<file path="src/rtl/mem_port_arbiter.sv">
// rtl/mem_port_arbiter.sv - three-way fixed-priority memory port arbiter (CPU > IMG > SPART) with SPART starvation promotion
`timescale 1ns/1ps
module mem_port_arbiter #(
    parameter int ADDR_W       = 32,
    parameter int DATA_W       = 32,
    parameter int STARVE_LIMIT = 8
) (
    input  logic              clk,
    input  logic              rst,
    input  logic              cpu_req,
    input  logic              cpu_we,
    input  logic [ADDR_W-1:0] cpu_addr,
    input  logic [DATA_W-1:0] cpu_wdata,
    output logic              cpu_vld,
    input  logic              img_req,
    input  logic              img_we,
    input  logic [ADDR_W-1:0] img_addr,
    input  logic [DATA_W-1:0] img_wdata,
    output logic              img_vld,
    input  logic              spart_req,
    input  logic [ADDR_W-1:0] spart_addr,
    output logic              spart_vld,
    output logic [DATA_W-1:0] rd_data,
    output logic              mem_req,
    output logic              mem_we,
    output logic [ADDR_W-1:0] mem_addr,
    output logic [DATA_W-1:0] mem_wdata,
    input  logic [DATA_W-1:0] mem_rdata,
    input  logic              mem_ack,
    output logic              busy
);

    localparam int SC_W = $clog2(STARVE_LIMIT + 1);
    localparam logic [SC_W-1:0] SC_MAX = SC_W'(STARVE_LIMIT);

    typedef enum logic [1:0] {S_IDLE, S_ISSUE, S_RESP} state_t;
    typedef enum logic [1:0] {G_NONE, G_CPU, G_IMG, G_SPART} gnt_t;

    state_t            state_q, state_d;
    gnt_t              gnt_q, gnt_d;
    logic              we_q, we_d;
    logic [ADDR_W-1:0] addr_q, addr_d;
    logic [DATA_W-1:0] wdata_q, wdata_d;
    logic [DATA_W-1:0] rd_data_q, rd_data_d;
    logic [SC_W-1:0]   starve_q, starve_d;

    always_ff @(posedge clk or posedge rst) begin
        if (rst) begin
            state_q   <= S_IDLE;
            gnt_q     <= G_NONE;
            we_q      <= 1'b0;
            addr_q    <= '0;
            wdata_q   <= '0;
            rd_data_q <= '0;
            starve_q  <= '0;
        end else begin
            state_q   <= state_d;
            gnt_q     <= gnt_d;
            we_q      <= we_d;
            addr_q    <= addr_d;
            wdata_q   <= wdata_d;
            rd_data_q <= rd_data_d;
            starve_q  <= starve_d;
        end
    end

    always_comb begin
        gnt_t win;
        win       = G_NONE;
        state_d   = state_q;
        gnt_d     = gnt_q;
        we_d      = we_q;
        addr_d    = addr_q;
        wdata_d   = wdata_q;
        rd_data_d = rd_data_q;
        starve_d  = starve_q;
        case (state_q)
            S_IDLE: begin
                if (cpu_req || img_req || spart_req) begin
                    // A starved SPART overrides the fixed order for one decision
                    if (spart_req && starve_q == SC_MAX) win = G_SPART;
                    else if (cpu_req)                    win = G_CPU;
                    else if (img_req)                    win = G_IMG;
                    else                                 win = G_SPART;
                    state_d = S_ISSUE;
                    gnt_d   = win;
                    case (win)
                        G_CPU: begin
                            we_d    = cpu_we;
                            addr_d  = cpu_addr;
                            wdata_d = cpu_wdata;
                        end
                        G_IMG: begin
                            we_d    = img_we;
                            addr_d  = img_addr;
                            wdata_d = img_wdata;
                        end
                        default: begin
                            we_d    = 1'b0;
                            addr_d  = spart_addr;
                            wdata_d = '0;
                        end
                    endcase
                    if (!spart_req || win == G_SPART) starve_d = '0;
                    else if (starve_q != SC_MAX)      starve_d = starve_q + SC_W'(1);
                end
            end
            S_ISSUE: begin
                if (mem_ack) begin
                    if (!we_q) rd_data_d = mem_rdata;
                    state_d = S_RESP;
                end
            end
            S_RESP:  state_d = S_IDLE;
            default: state_d = S_IDLE;
        endcase
    end

    assign mem_req   = (state_q == S_ISSUE);
    assign mem_we    = we_q;
    assign mem_addr  = addr_q;
    assign mem_wdata = wdata_q;
    assign rd_data   = rd_data_q;
    assign busy      = (state_q != S_IDLE);
    assign cpu_vld   = (state_q == S_RESP) && (gnt_q == G_CPU);
    assign img_vld   = (state_q == S_RESP) && (gnt_q == G_IMG);
    assign spart_vld = (state_q == S_RESP) && (gnt_q == G_SPART);

endmodule

</file>
<file path="config.mk">
export PLATFORM = sky130hd
export DESIGN_NAME = mem_port_arbiter
export DESIGN_NICKNAME = d
export VERILOG_FILES = /design/src/rtl/mem_port_arbiter.sv
export SDC_FILE = /design/constraint.sdc
export NUM_CORES = 1
export LEC_CHECK = 0
export CAP_MARGIN = 20
export CORE_AREA = 2 2 117 119
export DETAILED_ROUTE_END_ITERATION = 16
export DIE_AREA = 0 0 119 121
export PLACE_DENSITY = 0.82
export SETUP_SLACK_MARGIN = 0.4
export SLEW_MARGIN = 10
export SYNTH_ARGS = -nofsm -noshare
export SYNTH_HDL_FRONTEND = slang
export SYNTH_SLANG_ARGS = --single-unit
export TNS_END_PERCENT = 10
</file>
<file path="constraint.sdc">
create_clock -name clk -period 7.25 [get_ports clk]
set_input_delay 0.725 -clock clk [delete_from_list [all_inputs] [get_ports clk]]
set_output_delay 0.725 -clock clk [all_outputs]
set_load 0.01 [all_outputs]
</file>
[Yosys cells after proc, flatten, opt, wreduce, memory -nomap -nowiden]
Index checks and enable logic that the tools add are counted.
Word-level totals
  register bits after elaboration: 105
  input bits: 200
  output and inout port bits: 102
Operators by class
  $add $sub $neg: 1
  equality and inequality tests: 12
  mux-type cells: 13
  bitwise operators: 1
  reduce and logical (&&, ||, !) cells: 15
Operator list (count)
  32-bit case mux with 2 select lines: 2
  2-bit 2-to-1 mux: 6
  2-bit equality test (second input constant): 5
  4-bit 2-to-1 mux: 2
  2-bit by 1-bit equality test with 1-bit output (second input constant): 3
  3-bit AND reduction: 2
  4-bit by 1-bit adder with 4-bit output (second input constant): 1
  4-bit equality test (second input constant): 1
  1-bit logical AND: 4
  4-bit != test (second input constant): 1
  2-bit case mux with 2 select lines: 1
  2-bit AND reduction: 2
  2-bit nonzero test: 2
  1-bit logical OR: 3
  2-bit zero test: 1
  2-bit by 1-bit != test with 1-bit output (second input constant): 1
  2-bit != test (second input constant): 1
  1-bit case mux with 2 select lines: 1
  1-bit zero test: 1
  1-bit 2-to-1 mux: 1
  1-bit inverter: 1

[Depth between registers and ports, before layout]
  depth in word-level cells: 9
  depth in mapped cells: 8
  gate-level depth less buffers: 6

[Least setup slack after synthesis]
Ideal clock, no wire load.
  path type: input to register
  start: input port spart_req
  end: register addr_q[10], in the netlist mem_addr[10]
  setup time: 0.137 ns
  data arrival time: 1.609 ns
  required time: 7.113 ns
  slack: 5.504 ns
  stages: 6
  cells stage by stage: nand4b_4 and3b_1 buf_6 buf_6 a222oi_1 a21oi_1
On the way
  cells in the longest elaborated chain, start to end: 6
  elaborated cells on any way between the ends: 9
  those cells by class: 2 x eq/ne; 4 x mux; 3 x reduce/logical
Ends and longest elaborated chain
  start: declaration: RTL line 20  | input logic spart_req,
  1-bit logical AND: RTL line 81  | if (spart_req && starve_q == SC_MAX) win = G_SPART;
  2-bit 2-to-1 mux: RTL line 81
  2-bit 2-to-1 mux: RTL line 79  | if (cpu_req || img_req || spart_req) begin
  2-bit 2-to-1 mux: RTL line 77  | case (state_q)
  2-bit equality test or 2-bit by 1-bit equality test with 1-bit output (tied branches): RTL line 87  | case (win)
  32-bit case mux with 2 select lines: RTL line 87
  end signal: assignment: RTL line 60  | addr_q <= addr_d;
  end: declaration: RTL line 42  | logic [ADDR_W-1:0] addr_q, addr_d;
Several ways; a longest one is shown, not always the timed one. The select of a mux whose other input is x is not followed.
A chain may end at the register's enable or synchronous reset.

[Worst setup path after layout]
  start: input port cpu_req
  end: register starve_q[2]
On the way
  cells in the longest elaborated chain, start to end: 8
  elaborated cells on any way between the ends: 11
  those cells by class: 1 x eq/ne; 5 x mux; 5 x reduce/logical
Ends and longest elaborated chain
  start: declaration: RTL line 10  | input logic cpu_req,
  2-bit 2-to-1 mux: RTL line 82  | else if (cpu_req) win = G_CPU;
  2-bit 2-to-1 mux: RTL line 81
  2-bit 2-to-1 mux: RTL line 79
  2-bit 2-to-1 mux: RTL line 77
  2-bit equality test: RTL line 104  | if (!spart_req || win == G_SPART) starve_d = '0;
  1-bit logical OR: RTL line 104
  2-bit nonzero test (no line)
  3-bit AND reduction (no line)
  end signal: assignment: RTL line 63  | starve_q <= starve_d;
  end: declaration: RTL line 45  | logic [SC_W-1:0] starve_q, starve_d;
Several ways; a longest one is shown, not always the timed one. The select of a mux whose other input is x is not followed.

==> results list <==
* Run status: finished, final reports clean
- Final cycle utilization of the critical path: 37.39%
- Post-CTS timing repair inserted 0 buffers for setup.
- Between clock sinks in the finished design, the worst skew comes to 0.01104 ns.
- Max_cap viols: 0
- The number of placed instances, taps included, is 852.
* Avg Cell Area, Syn: 11.94 um2
* CP max FO: 74
* Cell count after synthesis: 408
* Arrival time reported for the critical path endpoint: 2.93 ns
* Final hold violations: 0
- Number of library cell types mapped by synthesis: 34
- Synthesized netlist net count: 610
- Clock tree synthesis inserted a total of 9 buffers.
* Synth-to-Final Area Change: 68.86%
- Initial antenna violation count: 0
- Element type at the critical path end: register
- The region available for standard cell placement spans 13090 um2.
- CTS built an H-tree with a depth of 3.
- Achievable frequency: 0.3689 GHz
- Post-synth ARST share: 100.0%
- Pin count of the biggest net entering global routing: 75
- After layout, the minimum clock period comes to 2.711 ns.
- After the first detailed-routing iteration, the DRC count stood at 436.
* Post-CTS Resized: 0
- After legalization and detailed placement, the total HPWL measured 11.90 mm.
* Sequential cell area fraction in the yosys report: 53.92%
- Pin placement for this block handled 302 I/O pins.
* Wire length per cell: 18.33 um
- Overall Power: 0.003123 W
- Number of standard-cell rows in the floorplan: 42
- Power Density: 379.5 nW/um2
- In this run the deepest clock path goes through 2 buffers.
- Setup violations remaining at the end of the flow were counted as 0.
* Clock tree from TritonCTS: done
- For the worst setup path, the data required time is 7.47 ns.
* Final WL: 15.91 mm
- Fill cells in the final layout number 1019.
- Leaving out fill and tap cells, the most frequent cell in the layout is clkdlybuf4s50_1.
- Max_slew headroom: 25.15%
- Largest vdd supply drop: 0.1676 mV
- The clock drives 105 sinks.
- Clock-pin slew reported for the worst setup and hold paths after clock tree synthesis: 0.07 ns
* Sum of negative setup slack: 0 ns
- Number of synthesis warnings: 0
- Measured along the x axis, the die boundary spans 119 um.
* Final net count: 890
- Ant. Diodes: 0
- For this run, the total global-route usage over all layers was measured as 21.77%.
* #FFs+latches synth: 105
* CP startpoint kind: input port
- For the pin with the worst max-slew slack, the measured transition is 1.123 ns.
* Die height: 121 um
- Summed over all layers, the global routing overflow is 0.
- The count of buffers added on input and output ports is 301.
- The pre-antenna-repair detailed-routing pass consisted of 9 iterations.
- Leakage power: 3.287 nW
- Via count: 4517
- The max-slew violation count came to 0.
- The min-delay analysis places its worst path in the category reg -> reg.
- Number of standard cells in the final layout excluding fillers: 868
- Share of final-layout standard cells stronger than drive strength 1: 9.682%
- The worst setup path is of the in -> reg kind.
* Clock latency reported for the late side of the worst-skew pair: 0.34 ns
- The count of nets left with antenna violations once routing finished came out at 0.
- Ratio of routed vias to standard cells: 5.204
- Number of flops mapped to enable cells by yosys: 0
* Die ar.: 14400 um2
- In the synthesized netlist the dominant register cell turns out to be dfrtp_1.
- Final hold analysis gives a worst-case slack of 0.4870 ns.
- Starting Density: 37.24%
* Placer congestion estimate: 0.7839
* Post-detailed-route DRC marker count: 0
* Setup repair after global routing missed its margin: no
- Commonest cells after routing, fill and taps aside: 301 x clkdlybuf4s50_1, 105 x dfrtp_1, 98 x nor2_1
- Post-synthesis cell area: 4873 um2
* Buffer type at the clock tree root: clkbuf_16
* Wire length of the first global-routing pass: 24.85 mm
- The number of global-route vias before repair is 4712.
- Hold-fix buffer count after cts: 0
==> registers in the layout (all words and copies together) (netlist names) <==
signal,flops
gnt_q,2
mem_we,1
starve_q,4
rd_data,32
mem_addr,32
mem_wdata,32
state_q,2
==> metrics by stage <==
stage                     util [%]  cell area [um2]  worst slack (ns)
after detailed placement     60.40             7904             4.052
after global placement       60.29             7889             4.140
after global routing         62.89             8229             4.373
after floorplan                  -             4873             3.764
after CTS                    62.74             8209             4.417
final                        62.89             8229             4.539
==> critical path, cell delays in order <==
cell and delay, ns:
clkdlybuf4s50_1 0.56, nor3_1 0.14, nor2_4 0.44, buf_4 0.69, o21ai_1 0.14, a21o_1 0.21
==> cell type report <==
class	count	area, um2	share of cell area [%]
Tap cell	176	220.2	2.676
Clock buffer	11	252.7	3.071
Clock inverter	4	52.55	0.6386
Sequential cell	105	2628	31.93
Inverter	5	21.27	0.2585
Timing Repair Buffer	306	3070	37.31
Multi-Input combinational cell	261	1984	24.11
==> final timing paths <==
| path | end | cells past startpoint | slack [ns] | startpoint |
|---|---|---|---|---|
| setup / recovery | starve_q[2]$_DFFE_PP0P_ | 6 | 4.54 | cpu_req |
| hold / removal | rd_data[23]$_DFFE_PP0P_ | 1 | 0.49 | rd_data[23]$_DFFE_PP0P_ |
| setup reg to reg | starve_q[2]$_DFFE_PP0P_ | 5 | 4.90 | state_q[0]$_DFFE_PP0P_ |
| hold reg to reg | rd_data[23]$_DFFE_PP0P_ | 1 | 0.49 | rd_data[23]$_DFFE_PP0P_ |
| max in group asynchronous | mem_wdata[17]$_DFFE_PP0P_ | 3 | 5.27 | rst |
| min in group asynchronous | mem_addr[4]$_DFFE_PP0P_ | 2 | 0.80 | rst |
==> per-layer routing <==
metal | vias up | global-route usage [%] | wire, um
met2 | 210 | 38.72 | 8043
met4 | 0 | 7.813 | 391
met5 | - | 0 | 0
met3 | 34 | 5.263 | 1082
met1 | 2187 | 25.59 | 6395
li1 | 2086 | - | -
==> cells by family after synthesis <==
kind of cell / Yosys count / synth area share (%)
adders and majority gates: 2 / 0.5134
AOI/OAI and AO/OA: 107 / 21.18
DFF: 105 / 53.92
and+or+nand+nor: 119 / 11.07
muxes: 33 / 7.599
buffers and inverters: 42 / 5.725
==> synthesized netlist by cell type, types with 4 or more instances <==
master	count	area, um2
dfrtp_1	105	2628
nor2_1	99	371.6
a221oi_2	33	495.5
a21oi_1	32	160.2
a222oi_1	32	320.3
mux2_1	30	337.8
buf_2	13	65.06
buf_4	10	75.07
buf_6	9	101.4
inv_1	5	18.77
o21ai_1	5	25.02
clkbuf_1	4	15.01
nand2_1	4	15.01
==> report_power, final <==
part / total [W] / leakage, nW / internal, W / switching, W
combinational: 0.00158 / 1.91 / 0.000856 / 0.000720
clock: 0.000489 / 0.152 / 0.000285 / 0.000204
sequential: 0.00106 / 1.22 / 0.000887 / 0.000171
total: 0.00312 / 3.29 / 0.00203 / 0.00109
No activity file was read; power rests on OpenSTA's default activity.
